$ cat config.mk
export PLATFORM = sky130hd
export DESIGN_NAME = key_input_conditioner
export DESIGN_NICKNAME = d
export VERILOG_FILES = /design/src/rtl/key_input_conditioner.sv
export SDC_FILE = /design/constraint.sdc
export NUM_CORES = 1
export LEC_CHECK = 0
export ABC_AREA = 1
export CAP_MARGIN = 10
export CORE_UTILIZATION = 25
export CTS_CLUSTER_DIAMETER = 150
export DETAILED_ROUTE_END_ITERATION = 7
export PLACE_DENSITY = 0.44
export SYNTH_ARGS = -nofsm -noshare
export SYNTH_HDL_FRONTEND = slang
export SYNTH_SLANG_ARGS = --single-unit
$ cat constraint.sdc
create_clock -name clk -period 13.6 [get_ports clk]
set_input_delay 2.72 -clock clk [delete_from_list [all_inputs] [get_ports clk]]
set_output_delay 2.72 -clock clk [all_outputs]
set_load 0.01 [all_outputs]
$ cat src/rtl/key_input_conditioner.sv
// Purpose: synchronise, debounce and encode raw pushbutton/switch inputs (7 keys, 2 octave, next, prev).
// Latency: a raw change sampled at edge k shows on the outputs at edge k+1+DEBOUNCE_CYCLES.
// Backpressure: none; outputs are free-running levels and one-cycle pulses.
module key_input_conditioner #(
    parameter int DEBOUNCE_CYCLES = 2_000_000,
    parameter int CNT_W           = $clog2(DEBOUNCE_CYCLES + 1)
) (
    input  logic       clk,
    input  logic       reset,
    input  logic [6:0] key_raw,
    input  logic [1:0] octave_raw,
    input  logic       next_raw,
    input  logic       prev_raw,
    output logic [6:0] key_level,
    output logic [6:0] key_press,
    output logic [2:0] note,
    output logic       note_valid,
    output logic [1:0] octave_level,
    output logic       next_pulse,
    output logic       prev_pulse
);

    // Channel map: [6:0] note keys, [8:7] octave, [9] next, [10] prev.
    localparam int NCH = 11;
    localparam int CH_NEXT = 9;
    localparam int CH_PREV = 10;
    localparam logic [CNT_W-1:0] CNT_LAST = CNT_W'(DEBOUNCE_CYCLES - 1);

    logic [NCH-1:0] raw_all;
    assign raw_all = {prev_raw, next_raw, octave_raw, key_raw};

    logic [NCH-1:0]            sync1_q, sync1_d;
    logic [NCH-1:0]            sync2_q, sync2_d;
    logic [NCH-1:0]            stable_q, stable_d;
    logic [NCH-1:0][CNT_W-1:0] cnt_q, cnt_d;
    logic [NCH-1:0]            rise;

    logic [6:0] key_press_q, key_press_d;
    logic [2:0] note_q, note_d;
    logic       note_valid_q, note_valid_d;
    logic       next_pulse_q, next_pulse_d;
    logic       prev_pulse_q, prev_pulse_d;

    // Per-channel debounce: a channel is counting exactly while its synchronised
    // value differs from its stable bit, so IDLE/COUNT needs no separate state flop.
    // Any return to the stable value restarts the count from zero.
    always_comb begin
        sync1_d  = raw_all;
        sync2_d  = sync1_q;
        stable_d = stable_q;
        cnt_d    = cnt_q;
        for (int c = 0; c < NCH; c++) begin
            if (sync2_q[c] == stable_q[c]) begin
                cnt_d[c] = '0;
            end else if (cnt_q[c] == CNT_LAST) begin
                stable_d[c] = ~stable_q[c];
                cnt_d[c]    = '0;
            end else begin
                cnt_d[c] = cnt_q[c] + CNT_W'(1);
            end
        end
    end

    // Registered outputs are derived from the next stable value so that levels,
    // pulses and the note code all change on the same edge.
    always_comb begin
        rise         = stable_d & ~stable_q;
        key_press_d  = rise[6:0];
        note_valid_d = |stable_d[6:0];
        note_d       = '0;
        // Scan high to low so the lowest held key is the last writer and wins.
        for (int i = 6; i >= 0; i--) begin
            if (stable_d[i]) begin
                note_d = 3'(i + 1);
            end
        end
        // A simultaneous next+prev press is ambiguous, so neither is reported.
        next_pulse_d = rise[CH_NEXT] & ~rise[CH_PREV];
        prev_pulse_d = rise[CH_PREV] & ~rise[CH_NEXT];
    end

    // State and output registers; reset aborts any count in progress.
    always_ff @(posedge clk or posedge reset) begin
        if (reset) begin
            sync1_q      <= '0;
            sync2_q      <= '0;
            stable_q     <= '0;
            cnt_q        <= '0;
            key_press_q  <= '0;
            note_q       <= '0;
            note_valid_q <= 1'b0;
            next_pulse_q <= 1'b0;
            prev_pulse_q <= 1'b0;
        end else begin
            sync1_q      <= sync1_d;
            sync2_q      <= sync2_d;
            stable_q     <= stable_d;
            cnt_q        <= cnt_d;
            key_press_q  <= key_press_d;
            note_q       <= note_d;
            note_valid_q <= note_valid_d;
            next_pulse_q <= next_pulse_d;
            prev_pulse_q <= prev_pulse_d;
        end
    end

    assign key_level    = stable_q[6:0];
    assign octave_level = stable_q[8:7];
    assign key_press    = key_press_q;
    assign note         = note_q;
    assign note_valid   = note_valid_q;
    assign next_pulse   = next_pulse_q;
    assign prev_pulse   = prev_pulse_q;

endmodule

==> results.ini, run 1 <==
[run_status]
outcome = finished clean

[global_routing]
antenna_found_initial = 0
grt_pass1_wl_um = 55200
grt_max_degree = 90
grt_pass1_vias = 11300
grt_usage_pct = 11.6
grt_remaining_overflow = 0

[placed_design]
gp_congestion = 0.811
detailedPlace.worstSlack_ps = 8000
io_buffers = 34
placedCellCount = 2517
hpwl_um = 22700

[logic_synthesis]
synth_seq_cells = 277
syn-num-nets = 1764
synthAdderAreaFrac_pct = 0.969
yosysWarnings = 0
synth_top_family_by_area = simple AND/OR/NAND/NOR gates
yosysSeqAreaShare_pct = 48.8
synthCells = 1740
synth_xor_area_share_pct = 3.88
yosys.area_share.simple_pct = 31.7
synthesis.area_sq_mm = 0.0142
avgSynthCellArea_sq_um = 8.17
synth-compound-area-share_pct = 7.05
ys_types = 39
synthMuxAreaShare_pct = 0.0793

[sta]
report.final.slew_viol_count = 0
tightest_slew_ps = 873
relSlewSlack_pct = 41.4
setup_viol = 0
layout_min_cycle_time_ps = 4770
period_share_pct = 35.1
hold_viol_final = 0
whs_ps = 344
clock.fmax_mhz = 209
clock_skew_ps = 28.0
setup_ws_ps = 8830
fin_tns_setup_ps = 0
rsz0062_at_grt = no

[worst_hold_path]
worstHoldStart = sync1_q[5]
min_path_type = flop to flop
hold_depth = 0
holdPathEnd = sync2_q[5]

[clocking]
cts_hold_buf = 0
insertion_delay_ps = 570
cts.root.buffer_cell = clkbuf_16
cts.sinks = 277
cts.path.max_buffers = 3
post_cts_buffers = 0
cts_tree = built
numCtsBuffers = 38
path_clk_slew_ps = 50
cts_resized = 0
h-tree-depth = 2

[worst_setup_path]
critical_path.top_delay_family = buffers and inverters
cp_slowest_cell = buf_4
crit_path_start_kind = input port
path_buf_inv = 4
r2r_cells = 9
cp-end-kind = asynchronous set/reset pin
cp.arrival_ps = 5350
crit_path_max_fanout = 89
cpMostUsedCell = buf_4
timing.rr.start = cnt_q[210]
critPathRequiredTime_ps = 14180
timing.rr.end = cnt_q[217]
r2r_setup_slack_ps = 11410
max_stage_delay_ps = 800
critical_path_class = input port to asynchronous set/reset pin
crit_chain = clkdlybuf4s50_1 -> inv_8 -> buf_4 -> buf_4

[floorplan]
core_sq_mm = 0.0563
rows = 87
die_area_sq_mm = 0.0578
chipWidth_um = 240
ios = 35
die_h_um = 240
initial_core_util_pct = 25.2

[detailed_routing]
avgRoutedWirePerCell_um = 12.6
ant_nets = 0
totalWireLength_um = 32500
post-route-drc-count = 0
via_per_inst = 4.45
drt-initial-drc-count = 671
dr.pass1.iters = 5
via_count = 11500

[final_layout]
fill_cells = 5979
mostFrequentLayoutCells = nand2_1, dfrtp_1, nor2_1
drive_gt1_share_pct = 8.10
stdcell_count = 2583
layout_commonest_cell = nand2_1
fin_nets = 1825
antenna_cells = 0
area_growth_syn_to_layout_pct = 17.2

[power]
total_power_w = 0.00188
power.leakage_nw = 6.94
max-vdd-ir-drop_mv = 0.0716
powerDensity_mw_per_mm2 = 113

[run]
drv_cap = 0

## area by class of cell
cell class | instances | area, sq um | share of cell area, %
tap | 756 | 946 | 5.68
sequential | 277 | 6930 | 41.6
inverter | 255 | 965 | 5.79
multi-input combinational | 1192 | 6210 | 37.3
clock inverter | 11 | 96.3 | 0.578
timing repair buffer | 37 | 363 | 2.18
clock buffer | 55 | 1140 | 6.87
## how the worst max path moves through the flow
stage | from | end | slack [ps] | cells after the start
4_1_cts | reset | cnt_q[159] | 8620 | 4
5_1_grt | reset | cnt_q[159] | 8350 | 4
2_1_floorplan | reset | asynchronous set/reset pin | 3240 | 1
3_3_place_gp | reset | sync1_q[7] | 8030 | 4
3_5_place_dp | reset | sync2_q[7] | 8000 | 4
6_report | reset | cnt_q[164] | 8830 | 4
## cells in the mapped netlist
library cell | n | share of area (%)
or2_2 | 2 | 0.088
o21ai_1 | 1 | 0.035
nor4_1 | 35 | 1.5
inv_2 | 11 | 0.29
nand3b_1 | 12 | 0.63
o21ai_0 | 51 | 1.8
nor3_2 | 11 | 0.78
nor3_4 | 7 | 0.80
buf_2 | 5 | 0.18
nand4_1 | 67 | 3.0
nand3_2 | 12 | 0.85
xor2_1 | 51 | 3.1
nor3_1 | 83 | 2.9
nor2_1 | 261 | 6.9
ha_1 | 11 | 0.97
nor4_4 | 1 | 0.15
dfrtp_1 | 277 | 49
nand2_2 | 6 | 0.26
buf_4 | 11 | 0.58
o211a_1 | 2 | 0.14
mux2_2 | 1 | 0.079
o21a_1 | 15 | 0.79
nand3_1 | 93 | 3.3
a211oi_1 | 11 | 0.58
a21oi_1 | 86 | 3.0
nand2_1 | 293 | 7.7
inv_1 | 241 | 6.4
or2_4 | 1 | 0.062
nor2_4 | 7 | 0.55
nand4_2 | 2 | 0.18
nor4b_1 | 1 | 0.062
xnor2_1 | 12 | 0.74
and3b_1 | 1 | 0.062
clkinv_1 | 3 | 0.079
nor2_2 | 21 | 0.92
a21o_1 | 1 | 0.053
and3_1 | 5 | 0.22
nor3b_1 | 15 | 0.79
a31oi_1 | 14 | 0.62
## sequential cells by signal, summed over array words and instances (netlist names), named ones only
signal,flops
sync1_q,11
cnt_q,231
sync2_q,11
note,3
prev_pulse,1
stable_q,9
next_pulse,1
key_press,7
note_valid,1
## metrics by stage
step / cell area [sq um] / utilization [%]
5_1_grt: 16700 / 29.6
4_1_cts: 16700 / 29.6
3_3_place_gp: 15400 / 27.4
3_5_place_dp: 15400 / 27.4
6_report: 16700 / 29.6
2_1_floorplan: 14200 / -
## cell families after synthesis
kind of cell	count (synthesis)
and+or+nand+nor	936
DFF	277
buffers and inverters	271
AOI/OAI and AO/OA	181
xor gates and xnor gates	63
adders and majority gates	11
muxes	1
## routing by layer
| layer | GRT usage (%) | wire length, um |
|---|---|---|
| met4 | 5.23 | 1070 |
| met3 | 2.20 | 1070 |
| met1 | 15.3 | 15700 |
| met5 | 0 | 0 |
| met2 | 18.5 | 14600 |
## worst register-to-register path, stage by stage, from the launching register on
cell and delay [ps]:
dfrtp_1 460, ha_1 200, nand2_1 110, nor2_2 150, nand2_1 90, nor3_1 220, nand3_1 180, nand2_1 430
a21oi_1 90, o21a_1 120
## power by group
part | leakage (nW) | internal, W | total (W) | switching, W
clock network | 0.624 | 0.000587 | 0.000978 | 0.000391
logic | 2.52 | 0.0000144 | 0.0000543 | 0.0000399
registers | 3.79 | 0.000836 | 0.000846 | 0.00000946
Note: power is estimated with default switching activity, not from simulation.
==> run 2, diff against run 1 <==
==> constraint.sdc (replaced) <==
create_clock -name clk -period 4.4 [get_ports clk]
set_input_delay 0.88 -clock clk [delete_from_list [all_inputs] [get_ports clk]]
set_output_delay 0.88 -clock clk [all_outputs]
set_load 0.01 [all_outputs]
==> run 2 against run 1 <==
Sequential cell count stayed put; first-iteration DRC count is 21% lower; clock skew decreased by 3.0 ps; critical path depth is 3 lower; clock power rose to 3.0 times the previous value; routed wire length hardly changed; die area stayed put; combinational power grew to 3.1 times the previous value; utilization barely moved; critical endpoint is now key_level[3]; highest routed layer unchanged.
==> results.ini, run 2 (synthesis results as in run 1) <==
[run_status]
outcome = finished clean

[power]
powerDensity_mw_per_mm2 = 345  ; +210%
max-vdd-ir-drop_mv = 0.185  ; +160%
power.leakage_nw = 6.91  ; -0.41%

[detailed_routing]
totalWireLength_um = 32500  ; about the same
via_per_inst = 4.42  ; -0.54%
dr.pass1.iters = 5  ; unchanged
via_count = 11400  ; -0.62%
avgRoutedWirePerCell_um = 12.6  ; +0.15%
ant_nets = 0  ; unchanged
drt-initial-drc-count = 529  ; -21%
post-route-drc-count = 0  ; unchanged

[worst_setup_path]
critical_path.top_delay_family = buffers and inverters
crit_cells = 1  ; -3
timing.rr.end = cnt_q[228]
critPathRequiredTime_ps = 3520  ; -10660 ps
crit_path_start_kind = flop
crit_chain = clkdlybuf4s50_1
path_buf_inv = 1  ; -3
critical_path_class = flop to primary output
cp_slowest_cell = clkdlybuf4s50_1
cp.arrival_ps = 1560  ; -3790 ps
max_stage_delay_ps = 570  ; -230 ps
crit_path_max_fanout = 4  ; -96%
cp-end-kind = primary output
timing.rr.start = cnt_q[210]
r2r_setup_slack_ps = 2250  ; -9160 ps
r2r_cells = 9  ; unchanged

[final_layout]
area_growth_syn_to_layout_pct = 17.2  ; about the same
largestRegisters = cnt_q x231, sync1_q x11, sync2_q x11
final_util_pct = 29.6  ; about the same
fin_nets = 1823  ; -0.11%
drive_gt1_share_pct = 7.78  ; -0.32 points
antenna_cells = 0  ; unchanged
largest_reg_flops = 231  ; unchanged
mostFrequentLayoutCells = nand2_1, dfrtp_1, nor2_1
layout_commonest_cell = nand2_1
largest_register = cnt_q

[clocking]
cts_tree = built
h-tree-depth = 2  ; unchanged
insertion_delay_ps = 550  ; -20 ps
numCtsBuffers = 36  ; -5.3%
cts.path.max_buffers = 3  ; unchanged
path_clk_slew_ps = 60  ; about the same
cts.root.buffer_cell = clkbuf_16
cts_resized = 0  ; unchanged
cts.sinks = 277  ; unchanged
post_cts_buffers = 0  ; unchanged
cts_hold_buf = 0  ; unchanged

[sta]
setup_viol = 0  ; unchanged
period_share_pct = 55.5
tightest_slew_ps = 709  ; -164 ps
relSlewSlack_pct = 52.4  ; +11 points
clock.fmax_mhz = 410
report.final.slew_viol_count = 0  ; unchanged
clock_skew_ps = 25.0  ; -3.00 ps
rsz0062_at_grt = no
whs_ps = 347  ; +2.86 ps
hold_viol_final = 0  ; unchanged
layout_min_cycle_time_ps = 2440

[floorplan]
die_area_sq_mm = 0.0578  ; unchanged
core_sq_mm = 0.0563  ; unchanged
rows = 87  ; unchanged
ios = 35  ; unchanged
chipWidth_um = 240  ; unchanged
initial_core_util_pct = 25.2  ; unchanged
die_h_um = 240  ; unchanged

[global_routing]
grt_usage_pct = 11.8  ; +0.15 points
antenna_found_initial = 0  ; unchanged
grt_remaining_overflow = 0  ; unchanged
grt_pass1_vias = 11300  ; -0.19%
grt_pass1_wl_um = 56100  ; +1.7%
grt_max_degree = 100  ; +11%

[placed_design]
gp_congestion = 0.850  ; +4.8%
hpwl_um = 23000  ; +1.4%
io_buffers = 34  ; unchanged

[worst_hold_path]
worstHoldStart = sync1_q[10]
min_path_type = flop to flop
hold_depth = 0  ; unchanged
holdPathEnd = sync2_q[10]

[run]
drv_cap = 0  ; unchanged

## run 2: cell type report
| class | count | area (sq um) |
|---|---|---|
| Clock inverter | 9 | 113 |
| Inverter | 255 | 961 |
| Fill cell | 6025 | 39600 |
| Timing Repair Buffer | 37 | 400 |
| Clock buffer | 55 | 1080 |
| Multi-Input combinational cell | 1192 | 6210 |
| Tap cell | 756 | 946 |
| Sequential cell | 277 | 6930 |
## run 2: where the power goes
group	switching [W]	internal (W)
clock	0.00115	0.00181
sequential	0.0000283	0.00258
combinational	0.000123	0.0000481
total	0.00130	0.00444
## run 2: worst max path at each step
stage / to / slack, ps / startpoint
5_1_grt: key_level[4] / 1880 / stable_q[4]
2_1_floorplan: asynchronous set/reset pin / -150 / reset
4_1_cts: key_level[3] / 1910 / stable_q[3]
3_5_place_dp: key_press[0] / 2270 / reset
6_report: key_level[3] / 1960 / stable_q[3]
3_3_place_gp: key_press[0] / 2270 / reset
## run 2: through the flow
stage	cell area, sq um	worst slack [ps]	std cells	TNS (ps)	power, W
2_1_floorplan	14200	-145	1740	-40260	0.00277
3_3_place_gp	15400	2270	2517	0	0.00283
3_5_place_dp	15400	2270	2517	0	0.00284
4_1_cts	16600	1910	2581	0	0.00591
5_1_grt	16600	1880	2581	0	0.00603
6_report	16600	1960	2581	0	0.00575
## run 2: layer usage
metal | vias to the layer above | GRT usage (%) | routed length [um]
met5 | - | 0 | 0
met4 | 0 | 3.74 | 676
met3 | 46 | 2.02 | 1040
met2 | 129 | 18.8 | 14700
met1 | 5407 | 16.1 | 16100
li1 | 5830 | - | -
==> run 3, diff against run 2 <==
==> constraint.sdc (replaced) <==
create_clock -name clk -period 2.5 [get_ports clk]
set_input_delay 0.5 -clock clk [delete_from_list [all_inputs] [get_ports clk]]
set_output_delay 0.5 -clock clk [all_outputs]
set_load 0.01 [all_outputs]
==> run 3 against run 2 <==
Hold slack got worse by 67 ps; global-route usage about the same; critical path depth is the same; design area increased by 0.59%; utilization increased by 0.17 points; cell count up 0.58%; routed wire length rose by 0.64%; clock-buffer cell count down 6; combinational power increased by 99%; largest cell class unchanged; sequential share of layout area down 0.24 points.
==> results.ini, run 3 (synthesis results as in run 1) <==
[worst_setup_path]
max_stage_delay_ps = 590  ; +20 ps
cp-end-kind = primary output
r2r_setup_slack_ps = 450  ; -1800 ps
path_buf_inv = 1  ; unchanged
cp_slowest_cell = clkdlybuf4s50_1
crit_start = stable_q[4]
cp.arrival_ps = 1570  ; about the same
crit_chain = clkdlybuf4s50_1
crit_path_start_kind = flop
critical_path_class = flop to primary output
crit_path_max_fanout = 5  ; +1
timing.rr.start = cnt_q[210]
setup.worst_path.end = key_level[4]
crit_cells = 1  ; unchanged
r2r_cells = 9  ; unchanged
critPathRequiredTime_ps = 2000  ; -1520 ps
critical_path.top_delay_family = buffers and inverters
timing.rr.end = cnt_q[223]

[clocking]
cts_resized = 0  ; unchanged
cts.path.max_buffers = 3  ; unchanged
post_cts_buffers = 0  ; unchanged
numCtsBuffers = 35  ; -2.8%
cts_hold_buf = 0  ; unchanged
insertion_delay_ps = 530  ; -20 ps
cts_tree = built
h-tree-depth = 2  ; unchanged
path_clk_slew_ps = 60  ; about the same
cts.sinks = 277  ; unchanged
cts.root.buffer_cell = clkbuf_16

[run_status]
outcome = finished clean

[final_layout]
largest_reg_flops = 231  ; unchanged
largestRegisters = cnt_q x231, sync1_q x11, sync2_q x11
layout_commonest_cell = nand2_1
regArea_sq_mm = 0.00693  ; unchanged
drive_gt1_share_pct = 8.53  ; +0.75 points
area_growth_syn_to_layout_pct = 17.8
largest_register = cnt_q
fin_nets = 1843  ; +1.1%
fin_area_sq_mm = 0.0167  ; +0.59%
multiInputGateArea_sq_mm = 0.00621  ; unchanged
fill_cells = 6051  ; +0.43%
mostFrequentLayoutCells = nand2_1, dfrtp_1, nor2_1
antenna_cells = 0  ; unchanged
final_util_pct = 29.7  ; +0.17 points

[power]
clkPwrFrac_pct = 49.4  ; -2.2 points
max-vdd-ir-drop_mv = 0.472  ; +150%
power_frac_seq_pct = 47.1  ; +1.7 points
power.leakage_nw = 6.98  ; +1.0%
total_power_w = 0.00977  ; +70%
p_sw_share_pct = 22.5  ; -0.17 points
p_sw_w = 0.00220  ; +69%
comb_power_share_pct = 3.5  ; +0.5 points
p_int_w = 0.00757  ; +70%
powerDensity_mw_per_mm2 = 583  ; +69%

[floorplan]
rows = 87  ; unchanged
die_h_um = 240  ; unchanged
die_area_sq_mm = 0.0578  ; unchanged
initial_core_util_pct = 25.2  ; unchanged
chipWidth_um = 240  ; unchanged
core_sq_mm = 0.0563  ; unchanged
ios = 35  ; unchanged

[sta]
layout_min_cycle_time_ps = 2070
relSlewSlack_pct = 65.1  ; +13 points
clock_skew_ps = 16.3  ; -8.76 ps
period_share_pct = 82.9
tightest_slew_ps = 519  ; -191 ps
report.final.slew_viol_count = 0  ; unchanged
setup_ws_ps = 426  ; -1530 ps
setup_viol = 0  ; unchanged
clock.fmax_mhz = 482
rsz0062_at_grt = no
whs_ps = 280  ; -67.4 ps
hold_viol_final = 0  ; unchanged

[run]
drv_cap = 0  ; unchanged

[detailed_routing]
dr.pass1.iters = 7  ; +2
via_per_inst = 4.39  ; -0.66%
post-route-drc-count = 0  ; unchanged
ant_nets = 0  ; unchanged
avgRoutedWirePerCell_um = 12.6  ; about the same
totalWireLength_um = 32700  ; +0.64%
drt-initial-drc-count = 638  ; +21%
via_count = 11400  ; -0.079%

[global_routing]
grt_remaining_overflow = 0  ; unchanged
antenna_found_initial = 0  ; unchanged
grt_pass1_vias = 11400  ; +0.49%
grt_pass1_wl_um = 56400  ; +0.47%
grt_usage_pct = 11.8  ; about the same
grt_max_degree = 71  ; -29%

[placed_design]
detailedPlace.worstSlack_ps = 420  ; -1850 ps
hpwl_um = 23800  ; +3.6%
gp_congestion = 0.843  ; -0.79%
placed_cell_area_sq_mm = 0.0157  ; +1.3%
io_buffers = 34  ; unchanged

[worst_hold_path]
min_path_type = input port to asynchronous set/reset pin

[run 3: changes by cell type in the layout (fill, tap and decap cells not counted), moves of 3 or more]
cell and change:
clkinv_2 +3, buf_12 +4, buf_4 +17, clkbuf_8 -7
[run 3: metrics by stage]
stage	std cells	TNS, ps
after global placement	2538	0
final	2596	0
after detailed placement	2538	0
after floorplan	1740	-461300
after global routing	2596	0
after CTS	2596	0
[run 3: worst min path at each step]
stage	endpoint	slack [ps]	cells past startpoint
4_1_cts	cnt_q[165]	250	2
6_report	cnt_q[165]	280	2
5_1_grt	cnt_q[163]	280	2
3_5_place_dp	sync2_q[6]	340	0
3_3_place_gp	sync2_q[2]	330	0
2_1_floorplan	sync2_q[0]	330	0
[run 3: layout make-up]
cell class | count | area share [%]
Inverter | 255 | 5.74
Multi-Input combinational cell | 1192 | 37.1
Clock inverter | 9 | 0.441
Timing Repair Buffer | 58 | 3.63
Tap cell | 756 | 5.65
Sequential cell | 277 | 41.4
Clock buffer | 49 | 6.04
[run 3: power groups by stage]
stage	Combinational, W	Sequential [W]	Clock, W
detailed placement	0.000355	0.00468	0
global route	0.000397	0.00460	0.00524
global placement	0.000354	0.00467	0
floorplan	0.000211	0.00467	0
CTS	0.000357	0.00460	0.00508
finish	0.000340	0.00460	0.00483
[run 3: layer usage]
| metal | vias up | routed length, um | track usage, % |
|---|---|---|---|
| met3 | 43 | 1150 | 2.11 |
| li1 | 5888 | - | - |
| met5 | - | 0 | 0 |
| met1 | 5339 | 15900 | 16.1 |
| met2 | 133 | 15100 | 18.8 |
| met4 | 0 | 600 | 3.57 |
